## src/rtl/manta_bus_arbiter.sv

```systemverilog
// manta_bus_arbiter
//
// Shares one debug-core register bus between the host UART bridge and an
// on-FPGA local requester. Host requests are single-cycle pulses that are
// buffered in a one-entry holding register. Local requests use a
// valid/ready handshake. A granted request is registered onto the bus.
// An owner-tag pipeline follows each request through the fixed-latency core
// chain, so that each response is steered back to the requester that issued
// it.
//
// Build option:
//   ARB_HOST_PRIORITY_EN - when defined, a pending host request always wins
//                          the bus. When undefined, ties alternate round-robin.
//
// Local handshake: the local side holds loc_valid_i and its request fields
// stable until it sees loc_ready_o. A transfer happens in every cycle where
// loc_valid_i && loc_ready_o. loc_ready_o is combinational and never rises
// without loc_valid_i.

module manta_bus_arbiter #(
   // cycles from bus_valid_o to the matching bus_valid_i; must be >= 1
   parameter int CORE_LATENCY = 1
) (
   input  logic        clk,
   input  logic        rst_in,

   // host bridge request (no backpressure) and response
   input  logic [15:0] host_addr_i,
   input  logic [15:0] host_data_i,
   input  logic        host_rw_i,
   input  logic        host_valid_i,
   output logic [15:0] host_data_o,
   output logic        host_rw_o,
   output logic        host_valid_o,
   output logic        host_overflow_o,

   // local requester request (valid/ready) and response
   input  logic [15:0] loc_addr_i,
   input  logic [15:0] loc_data_i,
   input  logic        loc_rw_i,
   input  logic        loc_valid_i,
   output logic        loc_ready_o,
   output logic [15:0] loc_data_o,
   output logic        loc_rw_o,
   output logic        loc_valid_o,

   // core chain request (registered) and response
   output logic [15:0] bus_addr_o,
   output logic [15:0] bus_data_o,
   output logic        bus_rw_o,
   output logic        bus_valid_o,
   input  logic [15:0] bus_data_i,
   input  logic        bus_rw_i,
   input  logic        bus_valid_i
);

   // ------------------------------------------------------------------
   // Declarations
   // ------------------------------------------------------------------

   // one-entry host holding buffer
   logic [15:0] host_addr_q;
   logic [15:0] host_data_q;
   logic        host_rw_q;
   logic        host_pend_q;

   // arbitration result for the current cycle
   logic        host_win;
   logic        loc_win;

   // host buffer control
   logic        host_drop;
   logic        host_load;

   // next bus request
   logic        bus_valid_d;
   logic [15:0] bus_addr_d;
   logic [15:0] bus_data_d;
   logic        bus_rw_d;

   // Owner tags. Stage 0 moves together with the registered bus request.
   // Stage k lines up with a core response that arrives k cycles after
   // bus_valid_o. The tail, at index CORE_LATENCY, is therefore aligned
   // with bus_valid_i. Owner bit: 1 = host, 0 = local.
   logic [CORE_LATENCY:0] tag_valid_q;
   logic [CORE_LATENCY:0] tag_owner_q;

   // response steering
   logic        resp_hit;
   logic        resp_host;
   logic        resp_loc;

`ifndef ARB_HOST_PRIORITY_EN
   typedef enum logic {
      OWNER_LOCAL = 1'b0,
      OWNER_HOST  = 1'b1
   } owner_e;

   // The requester granted most recently. It loses the next tie.
   owner_e last_grant_q;
`endif

   // ------------------------------------------------------------------
   // Arbitration
   // ------------------------------------------------------------------

   // pick at most one winner between the host buffer and the local request
   always_comb begin
      host_win = 1'b0;
      loc_win  = 1'b0;
`ifdef ARB_HOST_PRIORITY_EN
      if (host_pend_q) begin
         host_win = 1'b1;
      end else if (loc_valid_i) begin
         loc_win = 1'b1;
      end
`else
      if (host_pend_q && loc_valid_i) begin
         if (last_grant_q == OWNER_LOCAL) begin
            host_win = 1'b1;
         end else begin
            loc_win = 1'b1;
         end
      end else if (host_pend_q) begin
         host_win = 1'b1;
      end else if (loc_valid_i) begin
         loc_win = 1'b1;
      end
`endif
   end

   // Gating with reset stops the local side from seeing an accept that the
   // reset would throw away.
   assign loc_ready_o = loc_win && !rst_in;

`ifndef ARB_HOST_PRIORITY_EN
   // remember who was granted last; after reset the host wins the first tie
   always_ff @(posedge clk) begin
      if (rst_in) begin
         last_grant_q <= OWNER_LOCAL;
      end else if (host_win) begin
         last_grant_q <= OWNER_HOST;
      end else if (loc_win) begin
         last_grant_q <= OWNER_LOCAL;
      end
   end
`endif

   // ------------------------------------------------------------------
   // Host holding buffer and overflow
   // ------------------------------------------------------------------

   // A new host pulse is lost only when the buffer is still occupied after
   // this cycle. A pulse that arrives in the same cycle the buffer drains
   // simply refills it.
   assign host_drop = host_valid_i && host_pend_q && !host_win;
   assign host_load = host_valid_i && !host_drop;

   // load the buffer on an accepted host pulse; free it when the host wins
   always_ff @(posedge clk) begin
      if (rst_in) begin
         host_addr_q <= '0;
         host_data_q <= '0;
         host_rw_q   <= 1'b0;
         host_pend_q <= 1'b0;
      end else if (host_load) begin
         host_addr_q <= host_addr_i;
         host_data_q <= host_data_i;
         host_rw_q   <= host_rw_i;
         host_pend_q <= 1'b1;
      end else if (host_win) begin
         host_pend_q <= 1'b0;
      end
   end

   // sticky flag: a host request was dropped since the last reset
   always_ff @(posedge clk) begin
      if (rst_in) begin
         host_overflow_o <= 1'b0;
      end else if (host_drop) begin
         host_overflow_o <= 1'b1;
      end
   end

   // ------------------------------------------------------------------
   // Bus request
   // ------------------------------------------------------------------

   // mux the winner onto the bus; an idle bus carries all zeros
   always_comb begin
      bus_valid_d = 1'b0;
      bus_addr_d  = '0;
      bus_data_d  = '0;
      bus_rw_d    = 1'b0;
      if (host_win) begin
         bus_valid_d = 1'b1;
         bus_addr_d  = host_addr_q;
         bus_data_d  = host_data_q;
         bus_rw_d    = host_rw_q;
      end else if (loc_win) begin
         bus_valid_d = 1'b1;
         bus_addr_d  = loc_addr_i;
         bus_data_d  = loc_data_i;
         bus_rw_d    = loc_rw_i;
      end
   end

   // register the granted request onto the core chain for one cycle
   always_ff @(posedge clk) begin
      if (rst_in) begin
         bus_valid_o <= 1'b0;
         bus_addr_o  <= '0;
         bus_data_o  <= '0;
         bus_rw_o    <= 1'b0;
      end else begin
         bus_valid_o <= bus_valid_d;
         bus_addr_o  <= bus_addr_d;
         bus_data_o  <= bus_data_d;
         bus_rw_o    <= bus_rw_d;
      end
   end

   // ------------------------------------------------------------------
   // Owner-tag pipeline
   // ------------------------------------------------------------------

   // shift the tags every cycle; reset clears every in-flight tag
   always_ff @(posedge clk) begin
      if (rst_in) begin
         tag_valid_q <= '0;
         tag_owner_q <= '0;
      end else begin
         tag_valid_q <= {tag_valid_q[CORE_LATENCY-1:0], bus_valid_d};
         tag_owner_q <= {tag_owner_q[CORE_LATENCY-1:0], host_win};
      end
   end

   // A response without a matching live tag is stale, for example because
   // reset cleared the tags. It is ignored.
   assign resp_hit  = bus_valid_i && tag_valid_q[CORE_LATENCY];
   assign resp_host = resp_hit && tag_owner_q[CORE_LATENCY];
   assign resp_loc  = resp_hit && !tag_owner_q[CORE_LATENCY];

   // ------------------------------------------------------------------
   // Response routing
   // ------------------------------------------------------------------

   // forward a response to the host side; hold zeros otherwise
   always_ff @(posedge clk) begin
      if (rst_in) begin
         host_valid_o <= 1'b0;
         host_data_o  <= '0;
         host_rw_o    <= 1'b0;
      end else begin
         host_valid_o <= resp_host;
         host_data_o  <= resp_host ? bus_data_i : 16'h0000;
         host_rw_o    <= resp_host && bus_rw_i;
      end
   end

   // forward a response to the local side; hold zeros otherwise
   always_ff @(posedge clk) begin
      if (rst_in) begin
         loc_valid_o <= 1'b0;
         loc_data_o  <= '0;
         loc_rw_o    <= 1'b0;
      end else begin
         loc_valid_o <= resp_loc;
         loc_data_o  <= resp_loc ? bus_data_i : 16'h0000;
         loc_rw_o    <= resp_loc && bus_rw_i;
      end
   end

endmodule

```

## config.mk

```make
export PLATFORM = sky130hd
export DESIGN_NAME = manta_bus_arbiter
export DESIGN_NICKNAME = d
export VERILOG_FILES = /design/src/rtl/manta_bus_arbiter.sv
export SDC_FILE = /design/constraint.sdc
export NUM_CORES = 1
export LEC_CHECK = 0
export BUFFER_PORTS_ARGS = -buffer_cell sky130_fd_sc_hd__buf_4
export CORE_ASPECT_RATIO = 0.8
export CORE_MARGIN = 1.5
export CORE_UTILIZATION = 45
export CTS_CLUSTER_SIZE = 20
export DETAILED_ROUTE_END_ITERATION = 12
export PLACE_DENSITY = 0.77
export SYNTH_ARGS = -nofsm -noshare
export SYNTH_HDL_FRONTEND = slang
export SYNTH_SLANG_ARGS = --single-unit
```

## constraint.sdc

```tcl
create_clock -name clk -period 2.7 [get_ports clk]
set_clock_uncertainty 0.05 [all_clocks]
set_input_delay 0.54 -clock clk [delete_from_list [all_inputs] [get_ports clk]]
set_output_delay 0.54 -clock clk [all_outputs]
set_load 0.02 [all_outputs]
```

==> impl_results.md, run 1 <==
* Status: completed
* Worst Hold Class: input pin to register
* CTS buffer count at 9
* Post-synth EDFFs at 0
* Synth top area cells: dfxtp_1, nand2b_1, mux2i_1
* Final hold viol count at 0
* # Post-CTS Setup Buffers at 0
* Root buffer cell: clkbuf_8
* Drt first pass iters at 4
* Gate Count Post-Synth at 314
* Worst slew pin tran at 576 ps
* Slowest stage cell, crit path: dfxtp_1
* Number of setup violations in the final report at 0
* Vias in the first global route at 2694
* Pre-CTS worst setup slack at 731 ps
* Final clock period utilization by the worst path at 0.699
* Max-cap violations at 0
* Clock Latency Late Sink at 360 ps
* Hold Path End: loc_data_o[15]
* Max VDD drop at 369 uV
* Sequential cell area fraction in the yosys report at 0.591
* N_diodes at 0
* CP Max Fanout at 5
* Die area at 8770 sq um
* Finished Layout Cells at 581
* Setup ws final at 814 ps
* Setup TNS at 0 ps
* Synth cell count leaders: dfxtp_1, nand2b_1, and2_1
* Peak per-stage delay on the critical path at 350 ps
* Register clock-pin slew on the reported worst setup and hold paths at 100 ps
* WP buf/inv at 1
* Initial DRC Count at 60
* Die X at 104 microns
* PostCTS Resize Cnt at 0
* Sinks on the clock net at 109
* Synth Flop Type: dfxtp_1
* FF-to-FF Start: last_grant_q
* Synth cell types at 18
* Post-synthesis register bit count at 109
* RSZ-0062 raised after global routing: false
* Total wire length at 7.66 mm
* Dominant cell type by area after synthesis: dfxtp_1
* R2R setup slack at 1150 ps
* Worst-path cell chain: nor2b_1 -> nor3b_4 -> buf_4
* Mapped Area at 3690 sq um
* Worst Setup End Kind: primary output
* PwrDens at 596 nW/um^2
* Final min period at 1890 ps
* CP Data Arrival Time at 1300 ps
* CTS tree: yes
* PortBufs at 159
* R2R depth at 4
* Share of the synthesized area in the top cell type at 0.591
* Syn_nets at 402
* Largest net degree at the start of global routing at 39
* Worst hold stages at 2
* Fillers at 634
* FFs w/ async S/R, synth at 0
* CP Data Required Time at 2110 ps
* Cell Rows at 29
* Die Y-Extent at 84.0 microns
* Pleak at 2.41 nW
* Gp weighted congestion at 0.670
* Grt total ovfl at 0
* Setup crit start kind: register
* Setup CP Type: register to primary output
* Post-DP HPWL at 5.53 mm
* Hold path start: bus_data_i[15]
* Placeable Area at 7950 sq um
* Fin. max-slew vios at 0
* Synth-to-Final Area Change at 39.1%
* Worst-case clock buffer depth at 2
* Drt drc at 0
* Placed cells at 565
* Maximum clock rate at 530 MHz
* Routed Antenna Nets at 0
* Cts hold-fix bufs at 0
* Via density at 4.55
* Top-count cell post-synth: dfxtp_1
* Global Route Usage Sum at 0.185
* Worst reg2reg endpoint: host_data_q[8]
* Top Family by Delay on Critical Path: simple AND/OR/NAND/NOR gates
* Mean Syn Cell Area at 11.8 sq um
* Vias at 2641
* Routed wire length per instance at 13.2 microns
* Rel. slew slack at 0.616
* Yosys warning total at 0
* # IOs at 160
* Antenna violations before repair at 0
* Post-layout util at 0.647
* H-tree Lvls at 3
* Initial core utilization at 0.465
* Fin nets at 556
* Layout cells sized above 1 at 0.389
* First-pass GRT wire length at 12.7 mm
## placed cells by master (no fill, tap or decap), types with 2 or more instances in the layout
cell / netlist / final
nand2b_1: 66 / 66
nor2_1: 5 / 5
dfxtp_1: 109 / 109
a21oi_1: 2 / 2
a22o_1: 33 / 33
mux2i_1: 33 / 33
and2_1: 35 / 35
inv_6: 0 / 3
clkbuf_8: 0 / 10
nor2b_1: 4 / 3
buf_4: 1 / 164
## sequential cells by signal (all words and copies together) (netlist names), 2 cells and up
register	cells
bus_data_o	16
tag_owner_q	2
bus_addr_o	16
host_data_q	16
loc_data_o	16
tag_valid_q	2
host_addr_q	16
host_data_o	16
## routing by layer
layer	vias to the layer above	global-route usage	wire [microns]
met5	-	0	0
met1	1171	0.233	3420
met4	0	0.0606	102
li1	1351	-	-
met3	10	0.0671	633
met2	109	0.295	3500
## worst max path at each step
stage	start	slack [ps]	cells after the start	end
finish	host_pend_q	810	3	loc_ready_o
global route	host_pend_q	730	3	loc_ready_o
CTS	host_pend_q	780	3	loc_ready_o
detailed placement	rst_in	730	5	bus_data_o[14]
global placement	rst_in	780	5	bus_data_o[5]
floorplan	rst_in	930	3	loc_ready_o
## power by group
part | switching [mW] | leakage, nW | total, mW | internal (mW)
registers | 0.0293 | 0.891 | 1.70 | 1.67
logic | 0.144 | 1.41 | 0.336 | 0.192
clock network | 0.551 | 0.110 | 1.02 | 0.472
## cells by family after synthesis
group	share of synthesized area
muxes	0.0894
AOI/OAI and AO/OA	0.0830
and+or+nand+nor	0.198
DFF	0.591
buffers and inverters	0.0386
## area by class of cell
class	instances	area (sq um)	share of cell area
clock inverters	6	76.3	0.0148
repair buffers	164	1230	0.240
clock buffers	10	138	0.0268
flip-flops and latches	109	2180	0.425
well taps	108	135	0.0263
multi-input cells	184	1380	0.268
## stage by stage
step	instance area (sq um)	hold slack, ps	power [mW]
after floorplan	3690	364	1.91
after global placement	4930	376	2.07
after detailed placement	4930	382	2.08
after CTS	5140	307	3.10
after global routing	5140	301	3.20
final	5140	326	3.06
Note: power is estimated with default switching activity, not from simulation.
==> run 2, diff against run 1 <==
Settings changed: CORE_UTILIZATION 45 to 42, PLACE_DENSITY 0.77 to 0.76.
Clock period 2.7 ns to 1.55 ns, I/O delays scaled along.
==> run 2 against run 1 <==
  * The run now ends with setup timing left
  * Routed wire length increased by 4.5%
  * First-iteration DRC count decreased by 30%
  * Largest cell class unchanged
  * Sequential share of layout area decreased by 0.72 points
  * Largest power group unchanged
  * Critical path type unchanged
==> impl_results.md, run 2 (synthesis gave the netlist of run 1 again) <==
* Hold Path End: host_data_o[15]
* Post-layout util at 0.614 (-0.0324)
* Die Y-Extent at 86.9 microns (+3.4%)
* Number of setup violations in the final report at 1 (+1)
* First-pass GRT wire length at 12.1 mm (-5.0%)
* Pleak at 2.46 nW (+2.0%)
* Setup TNS at -47.2 ps (-47.2 ps)
* Sequential Power Share at 0.564 (+0.008)
* Final min period at 1600 ps
* Routed Antenna Nets at 0 (unchanged)
* Gp weighted congestion at 0.726 (+8.4%)
* Global Route Usage Sum at 0.169 (-0.0166)
* Comb pwr share at 0.117 (+0.007)
* Grt total ovfl at 0 (unchanged)
* Fin. max-slew vios at 0 (unchanged)
* Die X at 108 microns (+3.4%)
* Failing checks: setup timing
* Worst slew pin tran at 539 ps (-36.2 ps)
* Worst hold stages at 2 (unchanged)
* PortBufs at 159 (unchanged)
* Clock Latency Late Sink at 360 ps (about the same)
* Worst Setup End Kind: primary output
* Status: complete, but fails checks
* Design Area, Final at 5240 sq um (+1.9%)
* Worst reg2reg endpoint: bus_data_o[12]
* Switching Share at 0.256 (+0.0191)
* Antenna violations before repair at 0 (unchanged)
* Drt first pass iters at 4 (unchanged)
* Drt drc at 0 (unchanged)
* CTS buffer count at 9 (unchanged)
* Setup ws final at -47.2 ps (-861 ps)
* Die area at 9370 sq um (+6.9%)
* Vias at 2664 (+0.87%)
* Int Pwr at 3.92 mW (+68%)
* Final clock period utilization by the worst path at 1.03
* R2R setup slack at 110 ps (-1040 ps)
* Initial core utilization at 0.434 (-0.0313)
* Rel. slew slack at 0.639 (+0.0229)
* CP Data Required Time at 1190 ps (-920 ps)
* Sinks on the clock net at 109 (unchanged)
* Setup crit start kind: register
* Register clock-pin slew on the reported worst setup and hold paths at 110 ps (about the same)
* Maximum clock rate at 626 MHz
* Routed wire length per instance at 13.5 microns (+2.4%)
* Max VDD drop at 612 uV (+66%)
* CP Max Fanout at 2 (-3)
* Root buffer cell: clkbuf_8
* Vias in the first global route at 2505 (-7.0%)
* Synth-to-Final Area Change at 41.7%
* Layout cells sized above 1 at 0.405 (+0.0164)
* CP Data Arrival Time at 1240 ps (-60 ps)
* Largest net degree at the start of global routing at 48 (+23%)
* Placeable Area at 8520 sq um (+7.2%)
* PwrDens at 1010 nW/um^2 (+69%)
* R2R depth at 6 (+2)
* Fin nets at 564 (+1.4%)
* Most frequent cells in the layout: buf_4, dfxtp_1, nand2b_1
* RSZ-0062 raised after global routing: true
* Sw power at 1.34 mW (+86%)
* Cell Rows at 30 (+3.4%)
* Max-cap violations at 0 (unchanged)
* Worst-case clock buffer depth at 2 (unchanged)
* Commonest non-fill, non-tap cell in the layout: buf_4
* FF-to-FF Start: host_pend_q
* Worst Hold Class: input pin to register
* CTS tree: yes
* DP Area at 4990 sq um (+1.4%)
* Total wire length at 8.00 mm (+4.5%)
* Fillers at 710 (+12%)
* H-tree Lvls at 3 (unchanged)
* Hold WS at 101 ps (-225 ps)
* N_diodes at 0 (unchanged)
* Via density at 4.49 (-1.2%)
* Power share of the clock group at 0.318 (-0.016)
* Hold path start: bus_data_i[15]
* Initial DRC Count at 42 (-30%)
* Final hold viol count at 0 (unchanged)
* # IOs at 160 (unchanged)
* Setup CP Type: register to primary output
* Post-DP HPWL at 5.82 mm (+5.4%)
run 2: worst max path at each step:
stage / from / to
floorplan: host_pend_q / loc_ready_o
global placement: rst_in / bus_data_o[11]
detailed placement: loc_valid_i / host_data_q[6]
CTS: host_pend_q / loc_ready_o
global route: host_pend_q / loc_ready_o
finish: host_pend_q / loc_ready_o
run 2: per-layer routing:
| layer | GRT usage | vias up | wire length, microns |
|---|---|---|---|
| met3 | 0.0666 | 11 | 807 |
| met5 | 0 | - | 0 |
| met1 | 0.203 | 1175 | 3540 |
| met2 | 0.280 | 116 | 3570 |
| li1 | - | 1362 | - |
| met4 | 0.0514 | 0 | 85 |
run 2: timing repair:
item	in CTS	in global routing
hold endpoints to repair	0	0
hold buffers	0	0
setup endpoints to repair	1	1
buffers inserted	2	1
pin swaps	1	1
gates resized for setup	5	1
run 2: through the flow:
stage | instances | setup slack [ps] | power (mW)
4_1_cts | 592 | -80.3 | 5.33
6_report | 593 | -47.2 | 5.26
2_1_floorplan | 314 | 225 | 3.33
5_1_grt | 593 | -98.9 | 5.48
3_3_place_gp | 574 | 188 | 3.63
3_5_place_dp | 574 | 136 | 3.64
run 2: cell type report:
| cell class | count | area, sq um | share of cell area |
|---|---|---|---|
| Tap cell | 112 | 140 | 0.0268 |
| Clock inverter | 7 | 77.6 | 0.0148 |
| Clock buffer | 9 | 124 | 0.0237 |
| Timing Repair Buffer | 172 | 1320 | 0.253 |
| Multi-Input combinational cell | 184 | 1390 | 0.265 |
| Sequential cell | 109 | 2180 | 0.417 |
run 2: critical path: stages (launching register included):
cell	delay, ps
dfxtp_2	340
nor2b_4	130
nor3b_4	250
buf_6	160
run 2: power groups by stage:
stage / Sequential (mW) / Combinational, mW / Clock, mW
final: 2.97 / 0.617 / 1.68
after CTS: 2.97 / 0.620 / 1.74
after detailed placement: 3.03 / 0.611 / 0
after floorplan: 3.09 / 0.243 / 0
after global placement: 3.03 / 0.597 / 0
after global routing: 2.98 / 0.664 / 1.84
